`config.mk`:
```
export PLATFORM = sky130hd
export DESIGN_NAME = dmem_arbiter
export DESIGN_NICKNAME = d
export VERILOG_FILES = /design/src/rtl/dmem_arb_pkg.sv /design/src/rtl/dmem_arbiter.sv
export SDC_FILE = /design/constraint.sdc
export NUM_CORES = 1
export LEC_CHECK = 0
export CAP_MARGIN = 20
export CORE_MARGIN = 1.5
export CORE_UTILIZATION = 30
export CTS_CLUSTER_DIAMETER = 40
export CTS_CLUSTER_SIZE = 25
export DETAILED_ROUTE_END_ITERATION = 10
export PLACE_DENSITY_LB_ADDON = 0.25
export SETUP_SLACK_MARGIN = 0.1
export SYNTH_ARGS = -nofsm -noshare
export SYNTH_HDL_FRONTEND = slang
export SYNTH_SLANG_ARGS = --single-unit
```
`constraint.sdc`:
```
create_clock -name clk -period 1.2 [get_ports clk]
set_input_delay 0.18 -clock clk [delete_from_list [all_inputs] [get_ports clk]]
set_output_delay 0.18 -clock clk [all_outputs]
set_load 0.05 [all_outputs]
```
`src/rtl/dmem_arb_pkg.sv`:
```
// Shared types and helpers for the data-memory arbiter.
//   arb_state_e : transaction state (IDLE / WRITE / READ)
//   REQ_CORE / REQ_LOADER : requester indices (load/store unit, loader)
//   rr_pick()   : two-way round-robin winner selection
package dmem_arb_pkg;

  typedef enum logic [1:0] {
    IDLE  = 2'd0,
    WRITE = 2'd1,
    READ  = 2'd2
  } arb_state_e;

  localparam logic REQ_CORE   = 1'b0;
  localparam logic REQ_LOADER = 1'b1;

  typedef struct packed {
    logic valid;  // at least one requester is asking
    logic idx;    // winning requester index
  } rr_pick_t;

  // A lone requester always wins; on a tie the one that did not win last time goes.
  function automatic rr_pick_t rr_pick(input logic req0, input logic req1,
                                       input logic last_grant);
    rr_pick_t p;
    p.valid = req0 | req1;
    if (req0 && req1) begin
      p.idx = ~last_grant;
    end else if (req1) begin
      p.idx = REQ_LOADER;
    end else begin
      p.idx = REQ_CORE;
    end
    return p;
  endfunction

endpackage

```
`src/rtl/dmem_arbiter.sv`:
```
// Round-robin arbiter sharing one fixed-latency data-memory port between the
// CPU load/store unit (requester 0) and the program/data loader (requester 1).
// One transaction is in flight at a time; reads are timed by an internal
// latency counter so requesters only see gnt / rvalid pulses.
//   clk, rst            : clock, synchronous active-high reset
//   reqN/weN/addrN/wdataN : request, write flag, word address, write data
//   gntN                : one-cycle pulse, request accepted
//   rvalidN/rdataN      : one-cycle read-data pulse; rdataN holds until next read
//   busy                : transaction in flight
//   mem_addr/mem_wdata/mem_we/mem_rdata : memory port
// RD_LAT must lie in 1..15.
module dmem_arbiter
  import dmem_arb_pkg::*;
#(
  parameter int unsigned ADDR_W = 32,
  parameter int unsigned DATA_W = 32,
  parameter int unsigned RD_LAT = 3
) (
  input  logic              clk,
  input  logic              rst,
  input  logic              req0,
  input  logic              we0,
  input  logic [ADDR_W-1:0] addr0,
  input  logic [DATA_W-1:0] wdata0,
  input  logic              req1,
  input  logic              we1,
  input  logic [ADDR_W-1:0] addr1,
  input  logic [DATA_W-1:0] wdata1,
  output logic              gnt0,
  output logic              gnt1,
  output logic              rvalid0,
  output logic              rvalid1,
  output logic [DATA_W-1:0] rdata0,
  output logic [DATA_W-1:0] rdata1,
  output logic              busy,
  output logic [ADDR_W-1:0] mem_addr,
  output logic [DATA_W-1:0] mem_wdata,
  output logic              mem_we,
  input  logic [DATA_W-1:0] mem_rdata
);

  localparam int unsigned CNT_W = $clog2(RD_LAT + 1);

  arb_state_e        state_q, state_d;
  logic [CNT_W-1:0]  cnt_q, cnt_d;
  logic              last_grant_q, last_grant_d;
  logic              gnt0_q, gnt0_d;
  logic              gnt1_q, gnt1_d;
  logic              rvalid0_q, rvalid0_d;
  logic              rvalid1_q, rvalid1_d;
  logic [DATA_W-1:0] rdata0_q, rdata0_d;
  logic [DATA_W-1:0] rdata1_q, rdata1_d;
  logic              busy_q, busy_d;
  logic [ADDR_W-1:0] mem_addr_q, mem_addr_d;
  logic [DATA_W-1:0] mem_wdata_q, mem_wdata_d;
  logic              mem_we_q, mem_we_d;

  rr_pick_t          pick;
  logic              sel_we;

  // State register and all registered outputs.
  always_ff @(posedge clk) begin
    if (rst) begin
      state_q      <= IDLE;
      cnt_q        <= '0;
      last_grant_q <= REQ_LOADER;
      gnt0_q       <= 1'b0;
      gnt1_q       <= 1'b0;
      rvalid0_q    <= 1'b0;
      rvalid1_q    <= 1'b0;
      rdata0_q     <= '0;
      rdata1_q     <= '0;
      busy_q       <= 1'b0;
      mem_addr_q   <= '0;
      mem_wdata_q  <= '0;
      mem_we_q     <= 1'b0;
    end else begin
      state_q      <= state_d;
      cnt_q        <= cnt_d;
      last_grant_q <= last_grant_d;
      gnt0_q       <= gnt0_d;
      gnt1_q       <= gnt1_d;
      rvalid0_q    <= rvalid0_d;
      rvalid1_q    <= rvalid1_d;
      rdata0_q     <= rdata0_d;
      rdata1_q     <= rdata1_d;
      busy_q       <= busy_d;
      mem_addr_q   <= mem_addr_d;
      mem_wdata_q  <= mem_wdata_d;
      mem_we_q     <= mem_we_d;
    end
  end

  // Next-state and output logic.
  always_comb begin
    state_d      = state_q;
    cnt_d        = cnt_q;
    last_grant_d = last_grant_q;
    gnt0_d       = 1'b0;
    gnt1_d       = 1'b0;
    rvalid0_d    = 1'b0;
    rvalid1_d    = 1'b0;
    rdata0_d     = rdata0_q;
    rdata1_d     = rdata1_q;
    mem_addr_d   = mem_addr_q;
    mem_wdata_d  = mem_wdata_q;
    mem_we_d     = 1'b0;
    sel_we       = 1'b0;
    pick         = rr_pick(req0, req1, last_grant_q);

    unique case (state_q)
      IDLE: begin
        if (pick.valid) begin
          last_grant_d = pick.idx;
          if (pick.idx == REQ_LOADER) begin
            gnt1_d      = 1'b1;
            mem_addr_d  = addr1;
            mem_wdata_d = wdata1;
            sel_we      = we1;
          end else begin
            gnt0_d      = 1'b1;
            mem_addr_d  = addr0;
            mem_wdata_d = wdata0;
            sel_we      = we0;
          end
          if (sel_we) begin
            mem_we_d = 1'b1;
            state_d  = WRITE;
          end else begin
            cnt_d   = CNT_W'(1);
            state_d = READ;
          end
        end
      end

      // The single mem_we cycle was issued on the grant edge.
      WRITE: begin
        state_d = IDLE;
      end

      // last_grant_q still names the owner of the read in flight.
      READ: begin
        if (cnt_q == CNT_W'(RD_LAT)) begin
          cnt_d   = '0;
          state_d = IDLE;
          if (last_grant_q == REQ_LOADER) begin
            rvalid1_d = 1'b1;
            rdata1_d  = mem_rdata;
          end else begin
            rvalid0_d = 1'b1;
            rdata0_d  = mem_rdata;
          end
        end else begin
          cnt_d = cnt_q + CNT_W'(1);
        end
      end

      default: begin
        state_d = IDLE;
        cnt_d   = '0;
      end
    endcase

    busy_d = (state_d != IDLE);
  end

  assign gnt0      = gnt0_q;
  assign gnt1      = gnt1_q;
  assign rvalid0   = rvalid0_q;
  assign rvalid1   = rvalid1_q;
  assign rdata0    = rdata0_q;
  assign rdata1    = rdata1_q;
  assign busy      = busy_q;
  assign mem_addr  = mem_addr_q;
  assign mem_wdata = mem_wdata_q;
  assign mem_we    = mem_we_q;

endmodule

```
# After elaboration in Yosys (flattened, before gate mapping)
# Index checks and enable logic that the tools add are counted.
# totals
reg_bits	139
inputBits	166
output_inout_bits	134
word_cells	55
# classes
add_sub_neg	1
n_eq_ne	5
mux	20
bitwise_logic	7
n_reduce_logical	9
# op_table
cell	count
$mux 32	2
$mux 2	6
$mux 1	10
$reduce_and 3->1	3
$not 1->1	6
$pmux 2 s3	1
$reduce_or 3->1	2
$eq 2x2->1 const B	2
$ne 2x2->1 const B	2
$pmux 2 s2	1
$add 2x1->2 const B	1
$eq 2x1->1 const B	1
$logic_not 2->1	1
$reduce_and 2->1	1
$reduce_bool 2->1	1
$logic_and 1x1->1	1
$or 1x1->1	1

# Longest topological paths before layout
# depth
ltp_word	9
ltp_mapped	6
mapped_depth_nobuf	4

# Least setup slack after synthesis
# No wires, ideal clock.
# synth_path
kind	register -> register
startpoint	register cnt_q[0]
endpoint	register rdata0_q[23], in the netlist rdata0[23]
setup_time_ns	0.070
t_arrival_ns	1.179
t_required_ns	1.130
slack_ns	-0.049
stages_incl_launch_ff	6
path_buffers	1
period_less_slack_ns	1.249
path_cell_list	dfxtp_1 -> ha_1 -> nand3b_1 -> clkbuf_1 -> nand2_1 -> a21oi_1
# synth_between
elab_chain_len	2
# synth_rtl
item	line	source
start, declared	dmem_arbiter.sv:45	logic [CNT_W-1:0] cnt_q, cnt_d;
start signal, assigned	dmem_arbiter.sv:79	cnt_q <= cnt_d;
$eq 2x2->1	dmem_arbiter.sv:143	if (cnt_q == CNT_W'(RD_LAT)) begin
$reduce_and 3->1 (no line)	--	
end signal, assigned	dmem_arbiter.sv:85	rdata0_q <= rdata0_d;
end, declared	dmem_arbiter.sv:51	logic [DATA_W-1:0] rdata0_q, rdata0_d;
# Every way passes these cells.
# A chain may end at the register's enable or synchronous reset.

# Final worst setup path
# layout_path
startpoint	register last_grant_q
endpoint	register mem_addr_q[30], in the netlist mem_addr[30]
# layout_between
elab_chain_len	3
# layout_rtl
item	line	source
start, declared	dmem_arbiter.sv:46	logic last_grant_q, last_grant_d;
start signal, assigned	dmem_arbiter.sv:80	last_grant_q <= last_grant_d;
$not 1->1 (no line)	--	
$mux 1	dmem_arb_pkg.sv:26	if (req0 && req1) begin
$mux 32	dmem_arbiter.sv:115	if (pick.idx == REQ_LOADER) begin
end signal, assigned	dmem_arbiter.sv:88	mem_addr_q <= mem_addr_d;
end, declared	dmem_arbiter.sv:54	logic [ADDR_W-1:0] mem_addr_q, mem_addr_d;
# Every way passes these cells.

==> Flow_metrics.wiki <==
{| class="wikitable"
! Metric !! Value
|-
| Outcome || finished, violations left
|-
| Violations in the final reports || setup timing
|-
| Tot Pwr || between 15 and 20 mW
|-
| Core area || 17400 µm²
|-
| Cell with the most instances after synthesis || sky130_fd_sc_hd__nand2_1
|-
| Share of the yosys chip area belonging to registers || between 50 and 60%
|-
| Fraction of layout instances using a drive strength above 1 || roughly 33%
|-
| Full die area || ~19000 µm²
|-
| Final Max Tran Viols || 0
|-
| Final Cycle Share || 110%
|-
| Type of the worst min-delay path || primary input to register
|-
| Worst hold margin || 0.117 ns
|-
| Fin. Hold Viols || 0
|-
| Post-Layout Inst Area || 11600 µm²
|-
| Peak Freq || 0.761 GHz
|-
| Average routed wire per standard cell || ~17 µm
|-
| H-tree lvl count || 4
|-
| Pwr per Cell Area || ~1400 nW/µm²
|-
| Synth top area share || around 52%
|-
| Number of cell instances on the worst register-to-register path || 5
|-
| Number of antenna repair diodes || 0
|-
| # DRC || 0
|-
| Post-Syn Area per Cell || 7.95 µm²
|-
| Crit Path Category || register to register
|-
| Half-perimeter wire length after detailed placement || 13700 µm
|-
| TritonCTS sink count || between 100 and 150
|-
| Final weighted congestion in routability-driven placement || ~0.87
|-
| Layout overhead on the synthesized area || 116%
|-
| Clock tree from TritonCTS || yes
|-
| Inserted Clock Buffers || 17
|-
| Asr flop ratio synth || 0%
|-
| EDFF count, synth || 0
|-
| Number of nets in the synthesized netlist || around 840
|-
| Buffer type at the clock tree root || sky130_fd_sc_hd__clkbuf_16
|-
| Buffer depth of the longest clock path || 2
|-
| Final-stage net count || ~1200
|-
| Worst-path fanout max || 17
|-
| Crit. End Element || register
|-
| Number of global-route vias before repair || just under 6000
|-
| Count of standard-cell rows || 48
|-
| Die extent in y || 137 µm
|-
| Total routed wirelength || ~21000 µm
|-
| Summed instance area of the synthesized netlist || 5380 µm²
|-
| Post-layout minimum cycle time || ~1.3 ns
|-
| Via count || 6049
|-
| Global-route wire length before repair || about 31000 µm
|-
| Total negative slack for setup checks || -7.06 ns
|-
| Cells on Worst Hold Path || 2
|-
| Clock edge transition at the registers on the reported setup and hold paths || 0.06 ns
|-
| List of most frequent post-synthesis cells || sky130_fd_sc_hd__nand2_1, sky130_fd_sc_hd__dfxtp_1, sky130_fd_sc_hd__a21oi_1, sky130_fd_sc_hd__nor2_1, sky130_fd_sc_hd__a311oi_1
|-
| Residual antenna-violating net count after detailed routing || 0
|-
| Post-route insts no fill || between 1000 and 1500
|-
| Number of antenna violations at the first check in global routing || 0
|-
| Hold-fix buffer count after cts || 0
|-
| Transition at the pin with the smallest max-transition slack || ~0.30 ns
|-
| Total global routing overflow || 0
|-
| DR vias/cell || ~4.9
|-
| Arrival time worst endpoint || 1.63 ns
|-
| Die Wd || 137 µm
|-
| Maximum vdd ir drop || slightly below 0.0009 V
|-
| Number of library cell types mapped by synthesis || 26
|-
| Count of input and output buffers || approximately 300
|-
| Seq cells post-synth || 139
|-
| Setup repair after global routing missed its margin || true
|-
| All-layer global routing usage || a little over a fifth
|-
| Leakage power of the design || approximately 4.5 nW
|-
| Smallest setup slack after layout || -0.115 ns
|-
| Number of synthesis warnings || 0
|-
| Worst-Skew Late Latency || about 0.42 ns
|-
| Most area-consuming cells after synthesis || sky130_fd_sc_hd__dfxtp_1, sky130_fd_sc_hd__nand2_1, sky130_fd_sc_hd__a311oi_1, sky130_fd_sc_hd__a21oi_1, sky130_fd_sc_hd__nor2_1
|-
| Fill cell total of the finished layout || approximately 1400
|-
| DR pass1 iterations || 6
|-
| Io pins || 300
|-
| Starting utilization of the core area || between 30 and 40%
|-
| Final setup violation count || ~130
|-
| Post-synthesis instance total || 677
|-
| Clock Skews || a little under 0.01 ns
|-
| CP Data Required Time || around 1.5 ns
|-
| Post-placement cell count || between 1000 and 1500
|-
| Max_slew headroom || between 80% and 90%
|-
| Iter 0 DRT Violations || 180
|-
| Cell accounting for the most synthesized area || sky130_fd_sc_hd__dfxtp_1
|-
| Number of max-capacitance violations reported || 0
|-
| Pin count of the biggest net entering global routing || between 40 and 50
|-
| Worst Setup Start Kind || register
|-
| Top FF cell, synth || sky130_fd_sc_hd__dfxtp_1
|-
| Cell area after placement || just over 10000 µm²
|}
## cell families after synthesis
kind of cell	synth area share, %
buf+inv	5.70
fa+ha+maj	0.232
mux	0.395
compound gates	17.6
simple gates	24.3
flops	51.7
## per-layer routing
metal	track usage, %	vias to the layer above	part of all wire [%]
li1	-	2951	-
met1	24.9	2821	39
met2	37.0	235	50
met3	6.85	42	7.6
met4	11.1	0	3.2
met5	0	-	0
## placed cells by master, fill, tap and decap left out, types with 7 or more instances in the layout
cell / n
sky130_fd_sc_hd__nand2_1: 256
sky130_fd_sc_hd__clkdlybuf4s50_1: 163
sky130_fd_sc_hd__clkbuf_16: 21
sky130_fd_sc_hd__a21oi_1: 63
sky130_fd_sc_hd__a311oi_1: 48
sky130_fd_sc_hd__nor2_1: 62
sky130_fd_sc_hd__buf_12: 151
sky130_fd_sc_hd__buf_16: 7
sky130_fd_sc_hd__buf_4: 30
sky130_fd_sc_hd__a311oi_2: 16
sky130_fd_sc_hd__dfxtp_1: 81
sky130_fd_sc_hd__buf_6: 7
sky130_fd_sc_hd__dfxtp_2: 53
## report_power, final
group | switching (mW) | internal, mW
Combinational | 2.31 | 2.45
Clock | 2.17 | 3.52
Sequential | 0.352 | 4.98
## area by class of cell
cell class              count  area (µm²)  area share, %
clock buffers              17         425           3.66
well taps                 225         282           2.42
multi-input cells         482        2560           22.0
repair buffers            364        5280           45.4
clock inverters            15         213           1.83
flip-flops and latches    139        2870           24.7
## state kept, by name, indices dropped and copies added (netlist names), 2 cells and up
| name | cells |
|---|---|
| state_q | 2 |
| cnt_q | 2 |
| rdata0 | 32 |
| mem_addr | 32 |
| mem_wdata | 32 |
| rdata1 | 32 |
## critical path: stages, from the launching register on
cell and delay (ns):
sky130_fd_sc_hd__dfxtp_4 0.36, sky130_fd_sc_hd__a21boi_4 0.15, sky130_fd_sc_hd__buf_12 0.16, sky130_fd_sc_hd__buf_16 0.16, sky130_fd_sc_hd__nand2_1 0.10, sky130_fd_sc_hd__a311oi_2 0.29
## metrics by stage
step           setup slack, ns  utilization, %
2_1_floorplan           0.0434               -
3_3_place_gp            -0.462            58.1
3_5_place_dp            -0.503            58.1
4_1_cts                 -0.106            64.5
5_1_grt                 -0.198            66.7
6_report                -0.115            66.7
## timing repair
| action | CTS | global route |
|---|---|---|
| setup endpoints to repair | 268 | 273 |
| resized for setup | 41 | 86 |
| endpoints found under the hold margin | 0 | 0 |
| buffers inserted | 9 | 13 |
| pin swaps | 5 | 5 |
| gates cloned | 9 | 4 |
## final timing paths
path           startpoint      endpoint  slack [ns]
min reg2reg    rdata0[29]    rdata0[29]        0.48
max          last_grant_q  mem_addr[30]       -0.11
max reg2reg  last_grant_q  mem_addr[30]       -0.11
min                   rst  mem_addr[31]        0.12
No activity file was read; power rests on OpenSTA's default activity.
